### src/rtl/operand_issue_if.sv
// Handshake, operand and writeback bundle between the decode stage, the operand_issue
// stage and the ALU. The slave modport is the issue stage's view; master is the driver's view.
interface operand_issue_if #(
   parameter int BUS_WIDTH  = 32,
   parameter int ADDR_WIDTH = 5
);
   logic                  in_valid;
   logic                  in_ready;
   logic [ADDR_WIDTH-1:0] rs;
   logic [ADDR_WIDTH-1:0] rt;
   logic [ADDR_WIDTH-1:0] rd;
   logic                  op_sub;

   logic                  out_valid;
   logic                  out_ready;
   logic [BUS_WIDTH-1:0]  A;
   logic [BUS_WIDTH-1:0]  B;
   logic                  sub;
   logic [ADDR_WIDTH-1:0] out_rd;

   logic                  wb_en;
   logic [ADDR_WIDTH-1:0] wb_addr;
   logic [BUS_WIDTH-1:0]  wb_data;

   modport slave (
      input  in_valid, rs, rt, rd, op_sub, out_ready, wb_en, wb_addr, wb_data,
      output in_ready, out_valid, A, B, sub, out_rd
   );

   modport master (
      output in_valid, rs, rt, rd, op_sub, out_ready, wb_en, wb_addr, wb_data,
      input  in_ready, out_valid, A, B, sub, out_rd
   );
endinterface

### src/rtl/operand_issue.sv
// Operand-fetch/issue stage: register file, busy scoreboard, registered ALU operands.
// Define FORWARD_EN to bypass same-cycle writeback data into the issuing operands.
module operand_issue #(
   parameter int BUS_WIDTH  = 32,
   parameter int ADDR_WIDTH = 5
) (
   input  logic           clk,
   input  logic           rst_n,
   operand_issue_if.slave bus
);
   localparam int NREGS = 2 ** ADDR_WIDTH;

   logic [BUS_WIDTH-1:0]  rf_q [NREGS];
   logic [NREGS-1:0]      busy_q, busy_d;

   logic                  out_valid_q, out_valid_d;
   logic [BUS_WIDTH-1:0]  a_q, a_d;
   logic [BUS_WIDTH-1:0]  b_q, b_d;
   logic                  sub_q, sub_d;
   logic [ADDR_WIDTH-1:0] out_rd_q, out_rd_d;

   logic                  wb_live;
   logic                  fwd_rs, fwd_rt, fwd_rd;
   logic                  hz, in_ready, fire;

   // NOTE: every signal assigned in always_comb gets a default first, so no path can infer a latch.
   always_comb begin
      wb_live = bus.wb_en && (bus.wb_addr != '0);
`ifdef FORWARD_EN
      fwd_rs = wb_live && (bus.wb_addr == bus.rs);
      fwd_rt = wb_live && (bus.wb_addr == bus.rt);
      fwd_rd = wb_live && (bus.wb_addr == bus.rd);
`else
      fwd_rs = 1'b0;
      fwd_rt = 1'b0;
      fwd_rd = 1'b0;
`endif
      hz = (busy_q[bus.rs] && !fwd_rs) ||
           (busy_q[bus.rt] && !fwd_rt) ||
           (busy_q[bus.rd] && !fwd_rd);
      in_ready = !hz && (!out_valid_q || bus.out_ready);
      fire     = bus.in_valid && in_ready;

      if (bus.rs == '0)  a_d = '0;
      else if (fwd_rs)   a_d = bus.wb_data;
      else               a_d = rf_q[bus.rs];

      if (bus.rt == '0)  b_d = '0;
      else if (fwd_rt)   b_d = bus.wb_data;
      else               b_d = rf_q[bus.rt];

      sub_d    = bus.op_sub;
      out_rd_d = bus.rd;

      // Writeback clears first so a same-edge issue to the same index re-marks it busy.
      busy_d = busy_q;
      if (wb_live)                  busy_d[bus.wb_addr] = 1'b0;
      if (fire && bus.rd != '0)     busy_d[bus.rd]      = 1'b1;

      if (fire)               out_valid_d = 1'b1;
      else if (bus.out_ready) out_valid_d = 1'b0;
      else                    out_valid_d = out_valid_q;
   end

   // NOTE: the register file is reset like any other state, so no stale value survives rst_n.
   always_ff @(posedge clk or negedge rst_n) begin
      if (!rst_n) begin
         for (int i = 0; i < NREGS; i++) rf_q[i] <= '0;
      end else if (wb_live) begin
         rf_q[bus.wb_addr] <= bus.wb_data;
      end
   end

   // NOTE: sequential state uses non-blocking assignments only.
   always_ff @(posedge clk or negedge rst_n) begin
      if (!rst_n) begin
         busy_q      <= '0;
         out_valid_q <= 1'b0;
         a_q         <= '0;
         b_q         <= '0;
         sub_q       <= 1'b0;
         out_rd_q    <= '0;
      end else begin
         busy_q      <= busy_d;
         out_valid_q <= out_valid_d;
         if (fire) begin
            a_q      <= a_d;
            b_q      <= b_d;
            sub_q    <= sub_d;
            out_rd_q <= out_rd_d;
         end
      end
   end

   assign bus.in_ready  = in_ready;
   assign bus.out_valid = out_valid_q;
   assign bus.A         = a_q;
   assign bus.B         = b_q;
   assign bus.sub       = sub_q;
   assign bus.out_rd    = out_rd_q;

endmodule

### src/flat_wrapper.sv
// flat-port wrapper written by rule: the top's interface ports become plain ports
module operand_issue_flat 
#(
   parameter int BUS_WIDTH  = 32,
   parameter int ADDR_WIDTH = 5
)
  (clk, rst_n, bus_in_valid, bus_rs, bus_rt, bus_rd, bus_op_sub, bus_out_ready, bus_wb_en, bus_wb_addr, bus_wb_data, bus_in_ready, bus_out_valid, bus_A, bus_B, bus_sub, bus_out_rd);
  operand_issue_if #(.BUS_WIDTH(BUS_WIDTH), .ADDR_WIDTH(ADDR_WIDTH)) bus_i ();
  input  logic clk;
  input  logic rst_n;
  input wire logic [$bits(bus_i.in_valid)-1:0] bus_in_valid;
  input wire logic [$bits(bus_i.rs)-1:0] bus_rs;
  input wire logic [$bits(bus_i.rt)-1:0] bus_rt;
  input wire logic [$bits(bus_i.rd)-1:0] bus_rd;
  input wire logic [$bits(bus_i.op_sub)-1:0] bus_op_sub;
  input wire logic [$bits(bus_i.out_ready)-1:0] bus_out_ready;
  input wire logic [$bits(bus_i.wb_en)-1:0] bus_wb_en;
  input wire logic [$bits(bus_i.wb_addr)-1:0] bus_wb_addr;
  input wire logic [$bits(bus_i.wb_data)-1:0] bus_wb_data;
  output wire logic [$bits(bus_i.in_ready)-1:0] bus_in_ready;
  output wire logic [$bits(bus_i.out_valid)-1:0] bus_out_valid;
  output wire logic [$bits(bus_i.A)-1:0] bus_A;
  output wire logic [$bits(bus_i.B)-1:0] bus_B;
  output wire logic [$bits(bus_i.sub)-1:0] bus_sub;
  output wire logic [$bits(bus_i.out_rd)-1:0] bus_out_rd;
  assign bus_i.in_valid = bus_in_valid;
  assign bus_i.rs = bus_rs;
  assign bus_i.rt = bus_rt;
  assign bus_i.rd = bus_rd;
  assign bus_i.op_sub = bus_op_sub;
  assign bus_i.out_ready = bus_out_ready;
  assign bus_i.wb_en = bus_wb_en;
  assign bus_i.wb_addr = bus_wb_addr;
  assign bus_i.wb_data = bus_wb_data;
  assign bus_in_ready = bus_i.in_ready;
  assign bus_out_valid = bus_i.out_valid;
  assign bus_A = bus_i.A;
  assign bus_B = bus_i.B;
  assign bus_sub = bus_i.sub;
  assign bus_out_rd = bus_i.out_rd;
  operand_issue #(.BUS_WIDTH(BUS_WIDTH), .ADDR_WIDTH(ADDR_WIDTH)) u_core (.clk(clk), .rst_n(rst_n), .bus(bus_i));
endmodule
### config.mk
export PLATFORM = sky130hd
export DESIGN_NAME = operand_issue_flat
export DESIGN_NICKNAME = d
export VERILOG_FILES = /design/src/rtl/operand_issue_if.sv /design/src/rtl/operand_issue.sv /design/src/flat_wrapper.sv
export SDC_FILE = /design/constraint.sdc
export NUM_CORES = 2
export LEC_CHECK = 0
export BUFFER_PORTS_ARGS = -buffer_cell sky130_fd_sc_hd__buf_2
export CAP_MARGIN = 20
export CORE_UTILIZATION = 63
export CTS_CLUSTER_DIAMETER = 50
export DETAILED_ROUTE_END_ITERATION = 10
export GPL_ROUTABILITY_DRIVEN = 0
export GPL_TIMING_DRIVEN = 0
export PLACE_DENSITY_LB_ADDON = 0.25
export SETUP_SLACK_MARGIN = 0.5
export SYNTH_ARGS = -nofsm -noshare
export SYNTH_HDL_FRONTEND = slang
export SYNTH_SLANG_ARGS = --single-unit
### constraint.sdc
create_clock -name clk -period 3.2 [get_ports clk]
set_input_delay 0.16 -clock clk [delete_from_list [all_inputs] [get_ports clk]]
set_output_delay 0.16 -clock clk [all_outputs]
set_load 0.05 [all_outputs]
==> results.md <==
Power:
- Net switching is 30.22% of the power.
- The analysis attributes to cell leakage a power of 29.77 nW.
- Total power for the finished layout comes to 46.61 mW.
- Combinational logic burns between 20% and 30% of the power.
- For this design the ratio of total power to cell area is between 600 and 700 nW/um^2.
- The largest vdd supply drop is between 0.6 and 0.7 mV.
- Of the total power, registers draw 41.8%.
- The clock network fraction of total power is between 30 and 40%.
- The internal power of the cells totals between 30 and 40 mW.
- The analysis attributes to net switching a power of between 10 and 15 mW.

STA:
- The share of the clock period used by the worst path is 107.7%.
- After layout, the worst setup slack is -0.2466 ns.
- The worst hold margin is -0.005309 ns.
- Headroom to the max-slew limit came out at under 10%.
- The number of hold violations in the final report is 1.
- The clock period minus worst slack is between 3 and 4 ns.
- Setup violations remaining at the end of the flow were counted as 2.
- Setup repair after global routing could not meet its margin everywhere.
- Clock skew on the completed layout was measured at 0.02910 ns.
- The actual slew at the worst max-slew pin is between 1 and 1.5 ns.
- The max-slew violation count is 0.
- Derived from the worst setup path, the maximum achievable clock frequency is between 0.2 and 0.3 GHz.
- The sum of negative setup slack is -0.2952 ns.

Setup path:
- The maximum fanout along the worst path is 10.
- At the worst endpoint, the required time is a little under 4 ns.
- The class of the most critical setup path is in -> reg.
- The data arrival time of the critical path is ~4.1 ns.
- STA classifies the critical path endpoint as a flop.
- STA classifies the critical path startpoint as a primary input.

Detailed routing:
- After detailed routing, the number of remaining DRC violations is 1.
- Using the TritonRoute via totals, the vias-per-cell ratio works out to between 7 and 8.
- In this run, the number of DRC markers left after iteration 0 of detailed routing was between 6000 and 7000.
- The count of nets left with antenna violations once routing finished came out at 0.
- The first detailed-routing pass took 11 iterations.
- After detailed routing, the total wire length is about 220 mm.
- Across all layers, the routed design uses about 42000 vias.
- The average wire length per cell after detail routing is slightly below 40 um.

CTS:
- TritonCTS built the clock tree.
- The H-tree was split into 4 levels.
- The longest clock path from root to sink contains 3 buffers.
- The CTS buffer count is about 130.
- The clock-pin slew on the worst setup and hold paths is 0.06 ns.
- The worst-skew pair later-pin latency is 0.76 ns.
- The tree built by TritonCTS fans out to between 1000 and 1500 sinks.
- The clock root buffer is sky130_fd_sc_hd__clkbuf_16.

Status:
- The run finished, with violations left.
- The final reports fail on design-rule violations, negative hold slack, negative setup slack.

Die:
- In this run the horizontal extent of the chip is 308.0 um.
- The starting density of the core is between 60% and 70%.
- After floorplanning, the core was divided into between 100 and 150 placement rows.
- 130 I/O pins were placed.
- The placeable core region is roughly 92000 um^2.
- The die covers 94860 um^2.
- Measured along the y axis, the die boundary spans ~300 um.

Global routing:
- The initial antenna violation count is 5.
- Across every metal layer, demand over resource in global routing totals roughly 47%.
- The global-route wire length before repair is 303.9 mm.
- Entering global routing, the biggest net connects 173 pins.
- The number of global-route vias before repair is approximately 42000.
- The total congestion overflow after global routing is 0.

Synth:
- A synthesized cell averages about 16 um^2.
- Yosys printed 0 warnings.
- The most instantiated flip-flop cell in the synthesis netlist is sky130_fd_sc_hd__dfrtp_1.
- When the netlist entered floorplanning its net count stood at between 3000 and 4000.
- Of all flip-flops after synthesis, the portion carrying an async set or reset was 100.0%.
- The synthesized design contains about 1100 register bits.
- The count of mapped cells out of synthesis is around 3700.
- The synthesized netlist occupies a cell area of ~60000 um^2.
- Yosys mapped the design onto 45 distinct sky130hd cell types.
- Sequential elements use a little under half of the synthesized area.
- Yosys mapped a number of flops with a built-in enable equal to 0.

Cells and area:
- The number of nets in the finished design is 4202.
- The final core utilization is 73.95%.
- The post-synthesis to final-layout area growth is 15.62%.
- The total area of multi-input combinational cells is ~29000 um^2.
- Fill cells in the final layout number 5585.
- The sequential cells in the finished layout cover a total of roughly 28000 um^2.
- The share of layout cells above drive strength 1 is 54.19%.
- The number of standard cells in the final layout excluding fillers is around 5500.

Placed design:
- The wire-length estimate of the detail-placed layout is about 140 mm.
- Buffers placed on the I/O ports in this run total about 120.
- Including well taps, the total number of placed cells is about 5200.

Min path:
- The min-delay analysis places its worst path in the category in -> async.

Job:
- The max-cap check violation count is 0.
worst max-delay path: stages:
cell	delay [ns]
sky130_fd_sc_hd__buf_2	0.12
sky130_fd_sc_hd__clkdlybuf4s15_1	0.92
sky130_fd_sc_hd__clkdlybuf4s15_1	0.97
sky130_fd_sc_hd__clkbuf_1	0.97
sky130_fd_sc_hd__o211ai_1	0.21
sky130_fd_sc_hd__o21ai_1	0.47
sky130_fd_sc_hd__mux2_4	0.26
sequential cells by signal (all words and copies together), names as in the netlist:
register,cells
u_core.bus.A,32
u_core.bus.B,32
u_core.bus.out_rd,5
u_core.bus.out_valid,1
u_core.bus.sub,1
u_core.busy_q,32
u_core.rf_q,1024
area by class of cell:
class | instances | area share, %
diodes | 6 | 0.02202
plain buffers | 413 | 2.862
clock buffers | 181 | 5.638
clock inverters | 46 | 0.8458
inverters | 70 | 0.3853
multi-input cells | 2126 | 42.48
flip-flops and latches | 1127 | 41.35
well taps | 1243 | 2.280
repair buffers | 272 | 4.132
layer usage:
layer  GRT usage [%]  part of all wire (%)  wire length (um)
met5           1.912                  0.16               341
met4           34.76                   8.9             19220
met3           21.41                    15             32920
met2           63.72                    42             90420
met1           58.17                    34             72430
cells in the final DEF, fill, tap and decap left out, types with 11 or more instances in the layout:
cell,instances
sky130_fd_sc_hd__dlygate4sd3_1,38
sky130_fd_sc_hd__o22ai_1,15
sky130_fd_sc_hd__mux2_2,1037
sky130_fd_sc_hd__nor2b_1,11
sky130_fd_sc_hd__clkbuf_16,141
sky130_fd_sc_hd__clkbuf_8,23
sky130_fd_sc_hd__mux4_2,629
sky130_fd_sc_hd__bufinv_16,11
sky130_fd_sc_hd__o21ai_2,12
sky130_fd_sc_hd__clkinv_2,16
sky130_fd_sc_hd__clkbuf_1,268
sky130_fd_sc_hd__buf_2,152
sky130_fd_sc_hd__mux2i_1,35
sky130_fd_sc_hd__nand2_1,139
sky130_fd_sc_hd__o211ai_1,14
sky130_fd_sc_hd__clkbuf_2,42
sky130_fd_sc_hd__a21oi_1,15
sky130_fd_sc_hd__buf_8,69
sky130_fd_sc_hd__dfrtp_1,1127
sky130_fd_sc_hd__buf_16,20
sky130_fd_sc_hd__o21ai_0,62
sky130_fd_sc_hd__nor2_1,28
sky130_fd_sc_hd__buf_1,55
sky130_fd_sc_hd__buf_4,23
sky130_fd_sc_hd__mux2_4,57
sky130_fd_sc_hd__inv_1,69
sky130_fd_sc_hd__buf_6,15
what timing repair did:
| action | CTS | global route |
|---|---|---|
| resized for setup | 107 | 20 |
| hold endpoints to repair | 162 | 0 |
| pin swaps | 1 | 1 |
| hold buffers | 38 | 0 |
| gates cloned | 0 | 1 |
| setup buffers | 7 | 3 |
| setup endpoints to repair | 103 | 103 |
through the flow:
stage	setup slack [ns]	instance area, um^2	hold WS (ns)
after floorplan	0.3569	59010	-0.1356
after global placement	-22.62	61160	0.3952
after detailed placement	-2.006	62590	0.2246
after CTS	0.1194	67730	0.004037
after global routing	0.01543	68190	0.02477
final	-0.2466	68200	-0.005309
synth_stat cells, drive strengths merged, types with 2 or more instances:
cell type / number / area [um^2]
a21oi: 15 / 75.07
mux2i: 35 / 350.3
clkbuf: 297 / 1116
or4: 2 / 18.77
o22ai: 17 / 106.4
o21bai: 3 / 22.52
or3: 2 / 12.51
mux4: 629 / 14170
o21ai: 83 / 415.4
a311oi: 3 / 26.28
nor3: 8 / 40.04
nor3b: 4 / 30.03
nand2: 139 / 521.8
nor2b: 11 / 68.82
nor2: 29 / 108.9
dfrtp: 1127 / 28200
inv: 69 / 259.0
o2111ai: 3 / 26.28
o211ai: 15 / 117.6
a221oi: 2 / 17.52
and3b: 3 / 26.28
mux2: 1094 / 12530
nand3b: 2 / 15.01
and3: 3 / 18.77
and2: 4 / 25.02
buf: 116 / 531.8
nand4: 2 / 12.51
nand3: 6 / 30.03
nand2b: 5 / 31.28
kinds of logic after synthesis:
| logic type | Yosys count | share of synthesized area [%] |
|---|---|---|
| flops | 1127 | 47.81 |
| buf+inv | 483 | 3.239 |
| mux | 1758 | 45.86 |
| compound gates | 146 | 1.440 |
| simple gates | 222 | 1.652 |
power by group through the flow:
stage	logic [mW]	registers, mW	clock network, mW
floorplan	6.85	20.3	0
global placement	10.7	19.3	0
detailed placement	11.2	19.5	0
CTS	11.4	19.3	15.5
global route	12.0	19.8	16.1
finish	11.6	19.5	15.5
final timing paths:
kind | from | end | slack (ns) | cells past startpoint
max in group asynchronous | rst_n | u_core.rf_q[847] | 1.10 | 4
min in group clk | bus_rd[4] | u_core.busy_q[24] | 0.03 | 4
hold / removal | rst_n | u_core.rf_q[796] | -0.005 | 2
hold reg to reg | u_core.rf_q[1021] | u_core.rf_q[1021] | 0.48 | 1
setup / recovery | bus_rs[4] | u_core.bus.A[26] | -0.25 | 7
setup reg to reg | u_core.busy_q[23] | u_core.busy_q[22] | 0.05 | 9
Power figures use the tool's default switching activity.
